<file path="src/rtl/lsu_mem_ctrl_pkg.sv">
// Shared widths, RV32I load/store funct3 codes and FSM state type for the
// load/store unit memory controller.
package lsu_mem_ctrl_pkg;

  localparam int ADDR_W = 32;
  localparam int DATA_W = 32;

  localparam logic [2:0] F3_B  = 3'd0;
  localparam logic [2:0] F3_H  = 3'd1;
  localparam logic [2:0] F3_W  = 3'd2;
  localparam logic [2:0] F3_BU = 3'd4;
  localparam logic [2:0] F3_HU = 3'd5;

  typedef enum logic [0:0] {
    S_IDLE   = 1'b0,
    S_RMW_WR = 1'b1
  } lsu_state_e;

endpackage

</file>
<file path="src/rtl/lsu_mem_ctrl_if.sv">
// Pipeline request/response and data-memory bus of the load/store unit.
// The slave modport is the controller; master is the pipeline plus memory.
interface lsu_mem_ctrl_if;
  import lsu_mem_ctrl_pkg::*;

  logic              req_load;
  logic              req_store;
  logic [2:0]        funct3;
  logic [ADDR_W-1:0] req_addr;
  logic [DATA_W-1:0] req_wdata;
  logic [DATA_W-1:0] load_data;
  logic              stall;
  logic              access_err;
  logic [ADDR_W-1:0] mem_addrs;
  logic [DATA_W-1:0] mem_data;
  logic              mem_we;
  logic              mem_re;
  logic [DATA_W-1:0] mem_rdata;

  modport master (
    output req_load, req_store, funct3, req_addr, req_wdata, mem_rdata,
    input  load_data, stall, access_err, mem_addrs, mem_data, mem_we, mem_re
  );

  modport slave (
    input  req_load, req_store, funct3, req_addr, req_wdata, mem_rdata,
    output load_data, stall, access_err, mem_addrs, mem_data, mem_we, mem_re
  );

endinterface

</file>
<file path="src/rtl/lsu_mem_ctrl_align.sv">
// Combinational lane logic: load extract/extend, byte/half store merge into
// the read word, and misalignment / illegal-encoding detection.
module lsu_align
  import lsu_mem_ctrl_pkg::*;
(
  input  logic              is_load_i,
  input  logic              is_store_i,
  input  logic [2:0]        funct3_i,
  input  logic [1:0]        addr_lo_i,
  input  logic [DATA_W-1:0] rdata_i,
  input  logic [DATA_W-1:0] wdata_i,
  output logic [DATA_W-1:0] load_data_o,
  output logic [DATA_W-1:0] merged_o,
  output logic              err_o
);

  logic [DATA_W-1:0] rshift;
  logic [7:0]        lane_b;
  logic [15:0]       lane_h;
  logic [4:0]        b_sh;
  logic [4:0]        h_sh;
  logic              misalign;
  logic              illegal;

  assign b_sh   = {addr_lo_i, 3'b000};
  assign h_sh   = {addr_lo_i[1], 4'b0000};
  assign rshift = rdata_i >> b_sh;
  assign lane_b = rshift[7:0];
  assign lane_h = addr_lo_i[1] ? rdata_i[31:16] : rdata_i[15:0];

  always_comb begin
    load_data_o = '0;
    case (funct3_i)
      F3_B:    load_data_o = {{24{lane_b[7]}}, lane_b};
      F3_H:    load_data_o = {{16{lane_h[15]}}, lane_h};
      F3_W:    load_data_o = rdata_i;
      F3_BU:   load_data_o = {24'd0, lane_b};
      F3_HU:   load_data_o = {16'd0, lane_h};
      default: load_data_o = '0;
    endcase
  end

  always_comb begin
    merged_o = rdata_i;
    if (funct3_i == F3_B)
      merged_o = (rdata_i & ~(32'h0000_00FF << b_sh)) | ({24'd0, wdata_i[7:0]} << b_sh);
    else if (funct3_i == F3_H)
      merged_o = (rdata_i & ~(32'h0000_FFFF << h_sh)) | ({16'd0, wdata_i[15:0]} << h_sh);
  end

  // Size comes from funct3[1:0] for both loads and stores (BU/HU share B/H sizes).
  always_comb begin
    misalign = 1'b0;
    if (funct3_i[1:0] == 2'd1) misalign = addr_lo_i[0];
    else if (funct3_i[1:0] == 2'd2) misalign = (addr_lo_i != 2'b00);
  end

  always_comb begin
    illegal = 1'b0;
    if (is_load_i && is_store_i)
      illegal = 1'b1;
    else if (is_load_i)
      illegal = (funct3_i == 3'd3) || (funct3_i == 3'd6) || (funct3_i == 3'd7);
    else if (is_store_i)
      illegal = (funct3_i > F3_W);
  end

  assign err_o = (is_load_i || is_store_i) && (illegal || misalign);

endmodule

</file>
<file path="src/rtl/lsu_mem_ctrl.sv">
// MEM-stage load/store controller: word-wide memory accesses with a
// two-cycle read-modify-write for SB/SH and access error flagging.
module lsu_mem_ctrl
  import lsu_mem_ctrl_pkg::*;
(
  input  logic          clk,
  input  logic          rst,
  lsu_mem_ctrl_if.slave bus
);

  lsu_state_e        state_q;
  logic [ADDR_W-1:0] addr_q;
  logic [DATA_W-1:0] data_q;

  logic [DATA_W-1:0] ld_ext;
  logic [DATA_W-1:0] merged;
  logic              err;
  logic              req_any;
  logic              rmw_start;

  lsu_align u_align (
    .is_load_i   (bus.req_load),
    .is_store_i  (bus.req_store),
    .funct3_i    (bus.funct3),
    .addr_lo_i   (bus.req_addr[1:0]),
    .rdata_i     (bus.mem_rdata),
    .wdata_i     (bus.req_wdata),
    .load_data_o (ld_ext),
    .merged_o    (merged),
    .err_o       (err)
  );

  assign req_any   = bus.req_load || bus.req_store;
  assign rmw_start = !rst && (state_q == S_IDLE) && bus.req_store && !err
                     && (bus.funct3 != F3_W);

  always_comb begin
    bus.load_data  = '0;
    bus.stall      = 1'b0;
    bus.access_err = 1'b0;
    bus.mem_addrs  = '0;
    bus.mem_data   = '0;
    bus.mem_we     = 1'b0;
    bus.mem_re     = 1'b0;
    if (!rst) begin
      if (state_q == S_RMW_WR) begin
        bus.mem_we    = 1'b1;
        bus.mem_addrs = addr_q;
        bus.mem_data  = data_q;
      end else if (req_any) begin
        if (err) begin
          bus.access_err = 1'b1;
        end else if (bus.req_load) begin
          bus.mem_re    = 1'b1;
          bus.mem_addrs = bus.req_addr;
          bus.load_data = ld_ext;
        end else if (bus.funct3 == F3_W) begin
          bus.mem_we    = 1'b1;
          bus.mem_addrs = bus.req_addr;
          bus.mem_data  = bus.req_wdata;
        end else begin
          bus.mem_re    = 1'b1;
          bus.mem_addrs = bus.req_addr;
          bus.stall     = 1'b1;
        end
      end
    end
  end

  // Requests seen while in S_RMW_WR are ignored; the held copy drives the write.
  always_ff @(posedge clk) begin
    if (rst) begin
      state_q <= S_IDLE;
      addr_q  <= '0;
      data_q  <= '0;
    end else begin
      case (state_q)
        S_IDLE: begin
          if (rmw_start) begin
            addr_q  <= {bus.req_addr[ADDR_W-1:2], 2'b00};
            data_q  <= merged;
            state_q <= S_RMW_WR;
          end
        end
        S_RMW_WR: state_q <= S_IDLE;
        default:  state_q <= S_IDLE;
      endcase
    end
  end

endmodule

</file>
<file path="src/flat_wrapper.sv">
// flat-port wrapper written by rule: the top's interface ports become plain ports
module lsu_mem_ctrl_flat import lsu_mem_ctrl_pkg::*;
  (clk, rst, bus_req_load, bus_req_store, bus_funct3, bus_req_addr, bus_req_wdata, bus_mem_rdata, bus_load_data, bus_stall, bus_access_err, bus_mem_addrs, bus_mem_data, bus_mem_we, bus_mem_re);
  lsu_mem_ctrl_if bus_i ();
  input  logic clk;
  input  logic rst;
  input wire logic [$bits(bus_i.req_load)-1:0] bus_req_load;
  input wire logic [$bits(bus_i.req_store)-1:0] bus_req_store;
  input wire logic [$bits(bus_i.funct3)-1:0] bus_funct3;
  input wire logic [$bits(bus_i.req_addr)-1:0] bus_req_addr;
  input wire logic [$bits(bus_i.req_wdata)-1:0] bus_req_wdata;
  input wire logic [$bits(bus_i.mem_rdata)-1:0] bus_mem_rdata;
  output wire logic [$bits(bus_i.load_data)-1:0] bus_load_data;
  output wire logic [$bits(bus_i.stall)-1:0] bus_stall;
  output wire logic [$bits(bus_i.access_err)-1:0] bus_access_err;
  output wire logic [$bits(bus_i.mem_addrs)-1:0] bus_mem_addrs;
  output wire logic [$bits(bus_i.mem_data)-1:0] bus_mem_data;
  output wire logic [$bits(bus_i.mem_we)-1:0] bus_mem_we;
  output wire logic [$bits(bus_i.mem_re)-1:0] bus_mem_re;
  assign bus_i.req_load = bus_req_load;
  assign bus_i.req_store = bus_req_store;
  assign bus_i.funct3 = bus_funct3;
  assign bus_i.req_addr = bus_req_addr;
  assign bus_i.req_wdata = bus_req_wdata;
  assign bus_i.mem_rdata = bus_mem_rdata;
  assign bus_load_data = bus_i.load_data;
  assign bus_stall = bus_i.stall;
  assign bus_access_err = bus_i.access_err;
  assign bus_mem_addrs = bus_i.mem_addrs;
  assign bus_mem_data = bus_i.mem_data;
  assign bus_mem_we = bus_i.mem_we;
  assign bus_mem_re = bus_i.mem_re;
  lsu_mem_ctrl u_core (.clk(clk), .rst(rst), .bus(bus_i));
endmodule
</file>
<file path="config.mk">
export PLATFORM = sky130hd
export DESIGN_NAME = lsu_mem_ctrl_flat
export DESIGN_NICKNAME = d
export VERILOG_FILES = /design/src/rtl/lsu_mem_ctrl_pkg.sv /design/src/rtl/lsu_mem_ctrl_if.sv /design/src/rtl/lsu_mem_ctrl_align.sv /design/src/rtl/lsu_mem_ctrl.sv /design/src/flat_wrapper.sv
export SDC_FILE = /design/constraint.sdc
export NUM_CORES = 1
export LEC_CHECK = 0
export CAP_MARGIN = 15
export CORE_ASPECT_RATIO = 0.9
export CORE_MARGIN = 3
export CORE_UTILIZATION = 45
export DETAILED_ROUTE_END_ITERATION = 8
export PLACE_DENSITY = 0.82
export REMOVE_ABC_BUFFERS = 1
export SLEW_MARGIN = 30
export SYNTH_ARGS = -nofsm -noshare
export SYNTH_HDL_FRONTEND = slang
export SYNTH_HIERARCHICAL = 1
export SYNTH_SLANG_ARGS = --single-unit
</file>
<file path="constraint.sdc">
create_clock -name clk -period 3.4 [get_ports clk]
set_input_delay 0.68 -clock clk [delete_from_list [all_inputs] [get_ports clk]]
set_output_delay 0.68 -clock clk [all_outputs]
set_load 0.02 [all_outputs]
</file>
# Word-level counts from Yosys, hierarchy flattened
# Index checks and enable logic that the tools add are counted.
classes:
  magnitude_cmp: 1
  bitwise_logic: 7
  reduce_logical: 15
  muxes: 47
  n_eq_ne: 10
  shifts: 5
op_table:
  columns: ["op", "count"]
  rows:
  - ["32-bit 2-to-1 mux", 17]
  - ["32-bit one-hot mux with 5 select lines", 1]
  - ["32-bit AND", 2]
  - ["32-bit NOT", 2]
  - ["32-bit OR", 2]
  - ["16-bit by 5-bit << shifter with 32-bit output", 1]
  - ["16-bit by 5-bit << shifter with 32-bit output (first input constant)", 1]
  - ["8-bit by 5-bit << shifter with 32-bit output", 1]
  - ["8-bit by 5-bit << shifter with 32-bit output (first input constant)", 1]
  - ["32-bit by 5-bit right shift with 8-bit output", 1]
  - ["1-bit 2-to-1 mux", 27]
  - ["16-bit 2-to-1 mux", 1]
  - ["3-bit == test (second input constant)", 4]
  - ["3-bit by 2-bit == test with 1-bit output (second input constant)", 2]
  - ["1-bit logical AND", 6]
  - ["1-bit logical OR", 4]
  - ["3-bit by 1-bit == test with 1-bit output (second input constant)", 1]
  - ["3-bit by 2-bit > comparator with 1-bit output (second input constant)", 1]
  - ["3-bit zero test", 1]
  - ["3-bit by 2-bit != test with 1-bit output (second input constant)", 1]
  - ["2-bit by 1-bit == test with 1-bit output (second input constant)", 1]
  - ["2-bit == test (second input constant)", 1]
  - ["1-bit zero test", 2]
  - ["1-bit one-hot mux with 2 select lines", 1]
  - ["3 further kinds", 3]
word_totals:
  ff_bits: 63
  output_inout_bits: 100
  inputBits: 103
  elab_cells: 88

# Logic depth before layout (Yosys ltp)
# Gate-level depths: netlist (run 1).
depth:
  ltp_word: 12
  depth_mapped: 10
  ltp_nobuf: 6

# Hierarchy
# The synthesis (run 1) kept the hierarchy.
modules_own_cells:
  columns: ["mod", "cells_each", "area_each_um2", "n_inst"]
  rows:
  - ["lsu_mem_ctrl", 403, 3821.2, 1]
  - ["lsu_align", 208, 1401.3, 1]

# Least setup slack after synthesis (run 1)
# No wires, ideal clock.
synth_path:
  path_kind: "in2out"
  start: "input port bus_req_addr[1]"
  end: "output port bus_stall"
  required_time_ns: 2.720
  stages: 10
  n_path_buf: 4
  arrival_ns: 2.633
  setup_slack_ns: 0.087
  path_cell_list: "buf_4 -> buf_2 -> nor4_1 -> o21ai_0 -> o21a_1 -> nor3_4 -> nor2b_1 -> buf_2 -> buf_4 -> nor3b_2"
synth_via:
  elab_chain_cells: 9
synth_lines:
  columns: ["item", "line", "text"]
  rows:
  - ["start, declared", "flat_wrapper.sv:10", "input wire logic [$bits(bus_i.req_addr)-1:0] bus_req_addr;"]
  - ["2-bit nonzero test", "lsu_mem_ctrl_align.sv:55", "else if (funct3_i[1:0] == 2'd2) misalign = (addr_lo_i != 2'b00);"]
  - ["1-bit 2-to-1 mux", "lsu_mem_ctrl_align.sv:55", null]
  - ["1-bit 2-to-1 mux", "lsu_mem_ctrl_align.sv:54", "if (funct3_i[1:0] == 2'd1) misalign = addr_lo_i[0];"]
  - ["1-bit logical OR", "lsu_mem_ctrl_align.sv:68", "assign err_o = (is_load_i || is_store_i) && (illegal || misalign);"]
  - ["1-bit logical AND", "lsu_mem_ctrl_align.sv:68", null]
  - ["named net u_core.err", "lsu_mem_ctrl.sv:17", "logic err;"]
  - ["1-bit 2-to-1 mux", "lsu_mem_ctrl.sv:51", "if (err) begin"]
  - ["1-bit 2-to-1 mux", "lsu_mem_ctrl.sv:50", "end else if (req_any) begin"]
  - ["1-bit 2-to-1 mux", "lsu_mem_ctrl.sv:46", "if (state_q == S_RMW_WR) begin"]
  - ["1-bit 2-to-1 mux", "lsu_mem_ctrl.sv:45", "if (!rst) begin"]
  - ["end, declared", "flat_wrapper.sv:14", "output wire logic [$bits(bus_i.stall)-1:0] bus_stall;"]
# The timed path passes the listed nets, and every way through them passes these cells.

# Worst setup path after layout (run 1)
layout_path:
  start: "input port bus_mem_rdata[15]"
  end: "output port bus_load_data[14]"
layout_via:
  elab_chain_cells: 7
layout_lines:
  columns: ["item", "line", "text"]
  rows:
  - ["start, declared", "flat_wrapper.sv:12", "input wire logic [$bits(bus_i.mem_rdata)-1:0] bus_mem_rdata;"]
  - ["32-bit by 5-bit right shift with 8-bit output", "lsu_mem_ctrl_align.sv:27", "assign rshift = rdata_i >> b_sh;"]
  - ["32-bit one-hot mux with 5 select lines", "lsu_mem_ctrl_align.sv:33", "case (funct3_i)"]
  - ["named net u_core.ld_ext[14]", "lsu_mem_ctrl.sv:15", "logic [DATA_W-1:0] ld_ext;"]
  - ["32-bit 2-to-1 mux", "lsu_mem_ctrl.sv:53", "end else if (bus.req_load) begin"]
  - ["32-bit 2-to-1 mux", "lsu_mem_ctrl.sv:51", null]
  - ["32-bit 2-to-1 mux", "lsu_mem_ctrl.sv:50", null]
  - ["32-bit 2-to-1 mux", "lsu_mem_ctrl.sv:46", null]
  - ["32-bit 2-to-1 mux", "lsu_mem_ctrl.sv:45", null]
  - ["end, declared", "flat_wrapper.sv:13", "output wire logic [$bits(bus_i.load_data)-1:0] bus_load_data;"]
# The timed path passes the listed nets, and every way through them passes these cells.

==> metrics.md, run 1 <==
| Metric | Value |
|---|---|
| Clock Latency Late Sink | `roughly 0.33 ns` |
| Synth top area share | `about a quarter` |
| Root Driver | `clkbuf_16` |
| Period utilization | `a little under 100%` |
| Filler instances | `slightly below 900` |
| CTS Buf Count | `9` |
| Final HPWL DP | `about 14 mm` |
| Cts hold-fix bufs | `0` |
| Seq cells post-synth | `63` |
| Top delay family on crit path | `buffers and inverters` |
| Worst path bufs/invs | `3` |
| Clk slew on worst S/H paths | `approximately 0.05 ns` |
| Synth-to-Final Area Change | `50.3%` |
| Status | `complete, no violations` |
| Crit-path cells | `clkdlybuf4s50_1, buf_4, mux2_2, mux2i_1, o41ai_1, and3_1, dlygate4sd2_1` |
| Worst-Margin Slew | `a little under 0.9 ns` |
| Final WL | `between 15 and 20 mm` |
| Multi-input logic area | `0.00373 mm^2` |
| Reg2reg path depth | `5` |
| Critical Path Start Type | `input pin` |
| Synth Area in Adders | `0%` |
| CP max stage cell | `clkdlybuf4s50_1` |
| Clk pwr share | `about 37%` |
| Util after Layout | `a little under three quarters` |
| Die width | `about 120 um` |
| Worst min path class | `reg -> reg` |
| Crit-path max FO | `5` |
| Via count | `between 5000 and 6000` |
| VDD IR max | `approximately 0.22 mV` |
| Largest area contributor in the netlist | `dfxtp_1` |
| Pre-CTS setup slack | `-0.422 ns` |
| Main combinational cell family by area after synthesis | `simple AND/OR/NAND/NOR gates` |
| Row cnt | `36` |
| R2R setup slack | `about 1.4 ns` |
| Pins Over Slew Limit | `0` |
| Placeable core region | `0.0111 mm^2` |
| Cells after Synth | `611` |
| Number of global-route vias before repair | `5658` |
| Hold endpoint | `u_core/data_q[31]` |
| Maxcap violations | `0` |
| Initial DRT Pass Iterations | `5` |
| Top Layer Used | `met4` |
| Diodes inserted | `0` |
| Async S/R FF share, synth | `0%` |
| WP data required | `between 2 and 3 ns` |
| Avg WL per Cell | `between 15 and 20 um` |
| LEAKAGE | `about 4 nW` |
| Endpoints failing hold | `0` |
| Combinational power share | `approximately 29%` |
| I/O pin count | `between 200 and 250` |
| Syn avg cell area | `about 8.5 um^2` |
| Crit path kind | `in -> out` |
| GP Congestion | `just over 0.9` |
| DRC viols | `0` |
| Fmax | `approximately 300 MHz` |
| Sequential Power Share | `between 30 and 40%` |
| Worst slew margin | `between 40% and 50%` |
| Initial antenna violation count | `0` |
| Gr usage total | `slightly below 30%` |
| Synth Flop Type | `dfxtp_1` |
| Synth Area in Simple Gates | `25.0%` |
| Routed vias/inst | `roughly 5.7` |
| Mapped Area | `approximately 0.0052 mm^2` |
| Layout cells sized above 1 | `between 20 and 30%` |
| Synth warnings | `6` |
| WL met2 | `between 8 and 9 mm` |
| FF-to-FF Start | `u_core/state_q` |
| Final #Nets | `940` |
| CP max stage delay | `~0.53 ns` |
| Clock Skews | `around 0.013 ns` |
| Sequential area share after synthesis | `24.1%` |
| Worst r2r dst | `u_core/addr_q[16]` |
| Final min period | `roughly 3.4 ns` |
| Clock Sinks | `63` |
| Worst EP arrival | `2.69 ns` |
| CTS tree | `built` |
| Post-synth top cells | `nand2_1 (104), nor2b_1 (65), dfxtp_1 (63)` |
| Largest net degree at the start of global routing | `64` |
| FF+latch area | `around 0.0013 mm^2` |
| Placed Area | `~0.0076 mm^2` |
| Wl on met1 | `8.27 mm` |
| Area contributors post-synth | `dfxtp_1 (24%), mux2_4 (17%), nor2b_1 (7.8%)` |
| Total negative setup slack | `0 ns` |
| Number of synthesized flops with an enable pin | `0` |
| Overflow after GRT | `0` |
| Final Setup Violations | `0` |
| Pwr Density | `around 300 mW/mm^2` |
| Sw frac | `about 28%` |
| DR iter-0 viols | `500` |
| Area of the die | `around 0.013 mm^2` |
| Most frequent cell after synthesis | `nand2_1` |
| Pint | `approximately 1.7 mW` |
| H-tree depth | `3` |
| Crit path capture type | `output port` |
| First-pass GRT wire length | `30.2 mm` |
| XOR/XNOR Fraction of Synth Area | `0%` |
| Initial Utilization | `about 47%` |
| Worst Hold Launch | `u_core/data_q[31]` |
| Compound-Gate Fraction of Synth Area | `between 15 and 20%` |
| Portion of netlist area occupied by mux cells | `between 20% and 30%` |
| Buffers on Ports | `about 200` |
| Die Ht | `around 110 um` |
| WL met3 | `between 1.5 and 2 mm` |
| Clk buf depth | `2` |
| WHS Path Cells | `2` |
| Post-route design area | `around 0.0079 mm^2` |
| NetSw | `0.676 mW` |
| Distinct cell type count after synthesis | `46` |
| Setup ws final | `roughly 0.032 ns` |
| Antenna-violating nets left | `0` |
-- repair_timing --
item	CTS	global route
gates resized for setup	257	23
endpoints found under the hold margin	0	0
pin swaps	1	3
cloned	1	0
setup buffers	8	0
endpoints found under the setup margin	99	98
-- layer usage --
layer  GRT usage [%]  vias to the layer above
met2            48.3                      301
met5               0                        -
met4            7.77                        0
li1                -                     2635
met1            38.4                     2668
met3            5.86                       28
-- registers in the layout, summed over array words and instances (netlist names) --
| register | count |
|---|---|
| u_core/state_q | 1 |
| u_core/data_q | 32 |
| u_core/addr_q | 30 |
-- worst max path at each step --
stage,from,endpoint,slack (ns),cells after the start
after floorplan,bus_req_addr[1],bus_stall,-0.77,6
after global placement,bus_req_addr[1],bus_load_data[25],-0.40,9
after detailed placement,bus_req_addr[1],bus_load_data[18],-0.42,9
after CTS,bus_req_addr[1],bus_load_data[31],-0.11,10
after global routing,bus_mem_rdata[15],bus_load_data[14],-0.002,7
final,bus_mem_rdata[15],bus_load_data[14],0.03,7
-- cells in the final DEF, fill, tap and decap left out, types with 42 or more instances in the layout --
cell type          n
dfxtp_1           62
mux2_4            59
buf_2             42
nor2b_1           64
buf_4             66
dlygate4sd2_1     49
clkdlybuf4s50_1   97
nand2_1          104
-- power by group through the flow --
stage | clock [mW] | sequential, mW | combinational, mW
after floorplan | 0 | 0.814 | 0.322
after global placement | 0 | 0.815 | 0.680
after detailed placement | 0 | 0.817 | 0.693
after CTS | 0.926 | 0.802 | 0.696
final | 0.904 | 0.803 | 0.712
after global routing | 0.956 | 0.806 | 0.757
-- stage by stage --
stage	hold slack, ns	power, mW	cells
after floorplan	0.576	1.14	553
after global placement	0.591	1.50	969
after detailed placement	0.597	1.51	969
after CTS	0.615	2.42	994
after global routing	0.641	2.52	994
final	0.616	2.42	994
-- tightest hold or removal path, delay by kind of cell, from the launching register on --
family | cells | cell delay, ns
simple gates | 1 | 0.12
flops | 1 | 0.32
mux | 1 | 0.15
-- logic make-up (layout without fill, tap and decap cells) --
logic type             Yosys count  in the layout
AND/OR/NAND/NOR                242            242
AO/OA/AOI/OAI                  147            147
buffers and inverters           63            294
multiplexers                    96             96
flip-flops                      63             63
-- final cells by class --
| class | count | share of cell area, % |
|---|---|---|
| flip-flops and latches | 63 | 16.1 |
| multi-input cells | 485 | 47.5 |
| clock buffers | 13 | 3.19 |
| well taps | 152 | 2.42 |
| inverters | 5 | 0.239 |
| repair buffers | 273 | 30.0 |
| clock inverters | 3 | 0.542 |
Note: power is estimated with default switching activity, not from simulation.
==> run 2: changes to the inputs <==
CORE_UTILIZATION = 60   (was 45)
DONT_BUFFER_PORTS = 1   (was not set)
PLACE_DENSITY = 0.76   (was 0.82)
SYNTH_HIERARCHICAL = not set   (was 1)
==> run 2 against run 1 <==
Sequential share of layout area grew 8.0 points; flip-flop and latch count is the same; core utilization shrank 3.5 points; largest power group is now registers; highest routed layer unchanged.
==> metrics.md, run 2 <==
| Metric | Value |
|---|---|
| Initial DRT Pass Iterations | `6 (+1)` |
| Number of global-route vias before repair | `4999 (-12%)` |
| Endpoints failing hold | `0 (unchanged)` |
| Clk slew on worst S/H paths | `0.07 ns (+0.02 ns)` |
| Die width | `102 um (-15%)` |
| Clk buf depth | `2 (unchanged)` |
| Final WL | `16.8 mm (-12%)` |
| Worst min path class | `in -> reg` |
| Fin Hold WS | `0.396 ns (-0.220 ns)` |
| Number of synthesized flops with an enable pin | `0 (unchanged)` |
| Clock Latency Late Sink | `0.34 ns (about the same)` |
| Pins Over Slew Limit | `0 (unchanged)` |
| Root Driver | `clkbuf_8` |
| Antenna-violating nets left | `0 (unchanged)` |
| LEAKAGE | `1.77 nW (-55%)` |
| I/O pin count | `203 (unchanged)` |
| Diodes inserted | `0 (unchanged)` |
| Gr usage total | `34.2% (+5.3 points)` |
| Synth top area share | `25.6% (+1.4 points)` |
| Worst path bufs/invs | `1 (-2)` |
| Worst EP arrival | `2.23 ns (-0.46 ns)` |
| Row cnt | `30 (-17%)` |
| Max FFs per register | `32 (unchanged)` |
| Overflow after GRT | `0 (unchanged)` |
| Crit-path max FO | `11 (+6)` |
| Clock Sinks | `63 (unchanged)` |
| CP max stage delay | `0.43 ns (-0.10 ns)` |
| RSZ-0062 raised after global routing | `false` |
| Sequential area share after synthesis | `25.6% (+1.4 points)` |
| CTS Buf Count | `9 (unchanged)` |
| First-pass GRT wire length | `25.6 mm (-15%)` |
| Syn avg cell area | `6.89 um^2 (-19%)` |
| Fmax | `344 MHz (+16%)` |
| Maxcap violations | `0 (unchanged)` |
| Seq cells post-synth | `63 (unchanged)` |
| VDD IR max | `0.192 mV (-14%)` |
| Largest area contributor in the netlist | `dfxtp_1` |
| Most frequent cell after synthesis | `nand2_1` |
| Synth warnings | `0 (-6)` |
| Cells after Synth | `716 (+17%)` |
| Post-synth top cells | `nand2_1 (178), a21oi_1 (121), dfxtp_1 (63)` |
| DR iter-0 viols | `620 (+24%)` |
| Area of the die | `0.00934 mm^2 (-28%)` |
| CP max stage cell | `nor2_2` |
| Final #Nets | `800 (-15%)` |
| Synth-to-Final Area Change | `6.17%` |
| Pwr Density | `346 mW/mm^2 (+12%)` |
| Critical Path Start Type | `input pin` |
| Total negative setup slack | `0 ns (unchanged)` |
| Routed vias/inst | `6.78 (+20%)` |
| Largest net degree at the start of global routing | `96 (+50%)` |
| Crit-path cells | `nand2b_1, nor2_2, a21o_1, a22oi_1, a21oi_1, buf_4` |
| Initial Utilization | `63.4% (+16 points)` |
| H-tree depth | `3 (unchanged)` |
| # resized after CTS | `0 (-100%)` |
| Die Ht | `92.0 um (-15%)` |
| Final HPWL DP | `11.2 mm (-18%)` |
| Cts hold-fix bufs | `0 (unchanged)` |
| Most common cell after layout, fill and taps aside | `nand2_1` |
| Period utilization | `85.6% (-13 points)` |
| Mapped Area | `0.00493 mm^2 (-5.6%)` |
| Async S/R FF share, synth | `0% (unchanged)` |
| Worst slew margin | `36.7% (-4.5 points)` |
| CTS tree | `built` |
| Commonest cells after routing, fill and taps aside | `nand2_1 (178), a21oi_1 (121), dfxtp_1 (63), nor2_1 (59), a22oi_1 (44)` |
| WP data required | `2.72 ns (about the same)` |
| Crit path capture type | `output port` |
| Final Setup Violations | `0 (unchanged)` |
| Synth Flop Type | `dfxtp_1` |
| Status | `complete, no violations` |
| Final min period | `2.91 ns (-0.458 ns)` |
| DRC viols | `0 (unchanged)` |
| Placeable core region | `0.00777 mm^2 (-30%)` |
| Via count | `5411 (-3.9%)` |
| Distinct cell type count after synthesis | `39 (-15%)` |
| Area contributors post-synth | `dfxtp_1 (26%), nand2_1 (14%), a21oi_1 (12%)` |
| Util after Layout | `67.4% (-3.5 points)` |
| Clock Skews | `0.00779 ns (-0.00492 ns)` |
| Most flops, register | `u_core.data_q` |
| Layout cells sized above 1 | `19.7% (-9.3 points)` |
| Buffers on Ports | `0 (-100%)` |
| GP Congestion | `0.983 (+7.9%)` |
| Avg WL per Cell | `21.0 um (+9.3%)` |
| Crit path kind | `in -> out` |
| Biggest regs | `u_core.data_q: 32 flops, u_core.addr_q: 30 flops, u_core.state_q: 1 flops` |
| Post-CTS setup buffer count | `0 (-8)` |
| Worst-Margin Slew | `0.947 ns (+0.0656 ns)` |
| Top delay family on crit path | `compound AO/OA/AOI/OAI gates` |
| Initial antenna violation count | `0 (unchanged)` |
## run 2: cell families after synthesis
kind of cell | after synthesis | synth area share, %
and+or+nand+nor | 330 | 31.1
buffers and inverters | 78 | 7.72
muxes | 10 | 4.11
DFF | 63 | 25.6
AOI/OAI and AO/OA | 235 | 31.5
## run 2: path summary, 6_finish.rpt
check                    start                end  slack (ns)  cells past startpoint
max              bus_funct3[0]  bus_load_data[12]        0.49                      6
min                        rst  u_core.data_q[15]        0.40                      1
min reg2reg  u_core.addr_q[30]  u_core.addr_q[30]        0.45                      2
max reg2reg     u_core.state_q  u_core.addr_q[16]        1.15                      6
## run 2: area by class of cell
| type | count | area, um^2 |
|---|---|---|
| flip-flops and latches | 63 | 1260 |
| repair buffers | 43 | 323 |
| inverters | 5 | 31.3 |
| fillers | 723 | 2540 |
| clock inverters | 6 | 61.3 |
| clock buffers | 10 | 128 |
| multi-input cells | 575 | 3310 |
| well taps | 96 | 120 |
## run 2: stage by stage
| stage | setup WS [ns] | cell area [um^2] | instances | power [mW] |
|---|---|---|---|---|
| detailed placement | 0.563 | 5040 | 782 | 1.17 |
| floorplan | -0.998 | 4580 | 643 | 1.07 |
| global placement | 0.626 | 5040 | 782 | 1.16 |
| global route | 0.396 | 5230 | 798 | 1.88 |
| CTS | 0.562 | 5230 | 798 | 1.81 |
| finish | 0.490 | 5230 | 798 | 1.81 |
## run 2: power breakdown
group / leakage, nW / switching (mW) / total [mW] / internal [mW]
sequential: 0.511 / 0.0140 / 0.778 / 0.764
combinational: 1.17 / 0.258 / 0.382 / 0.124
clock: 0.0960 / 0.314 / 0.650 / 0.336
total: 1.77 / 0.586 / 1.81 / 1.22
## run 2: routing by layer
layer | part of all wire (%) | vias up | GRT usage [%]
li1 | - | 2481 | -
met1 | 37 | 2516 | 41.9
met2 | 48 | 368 | 56.6
met3 | 12 | 46 | 9.73
met4 | 2.9 | 0 | 12.7
met5 | 0 | - | 0
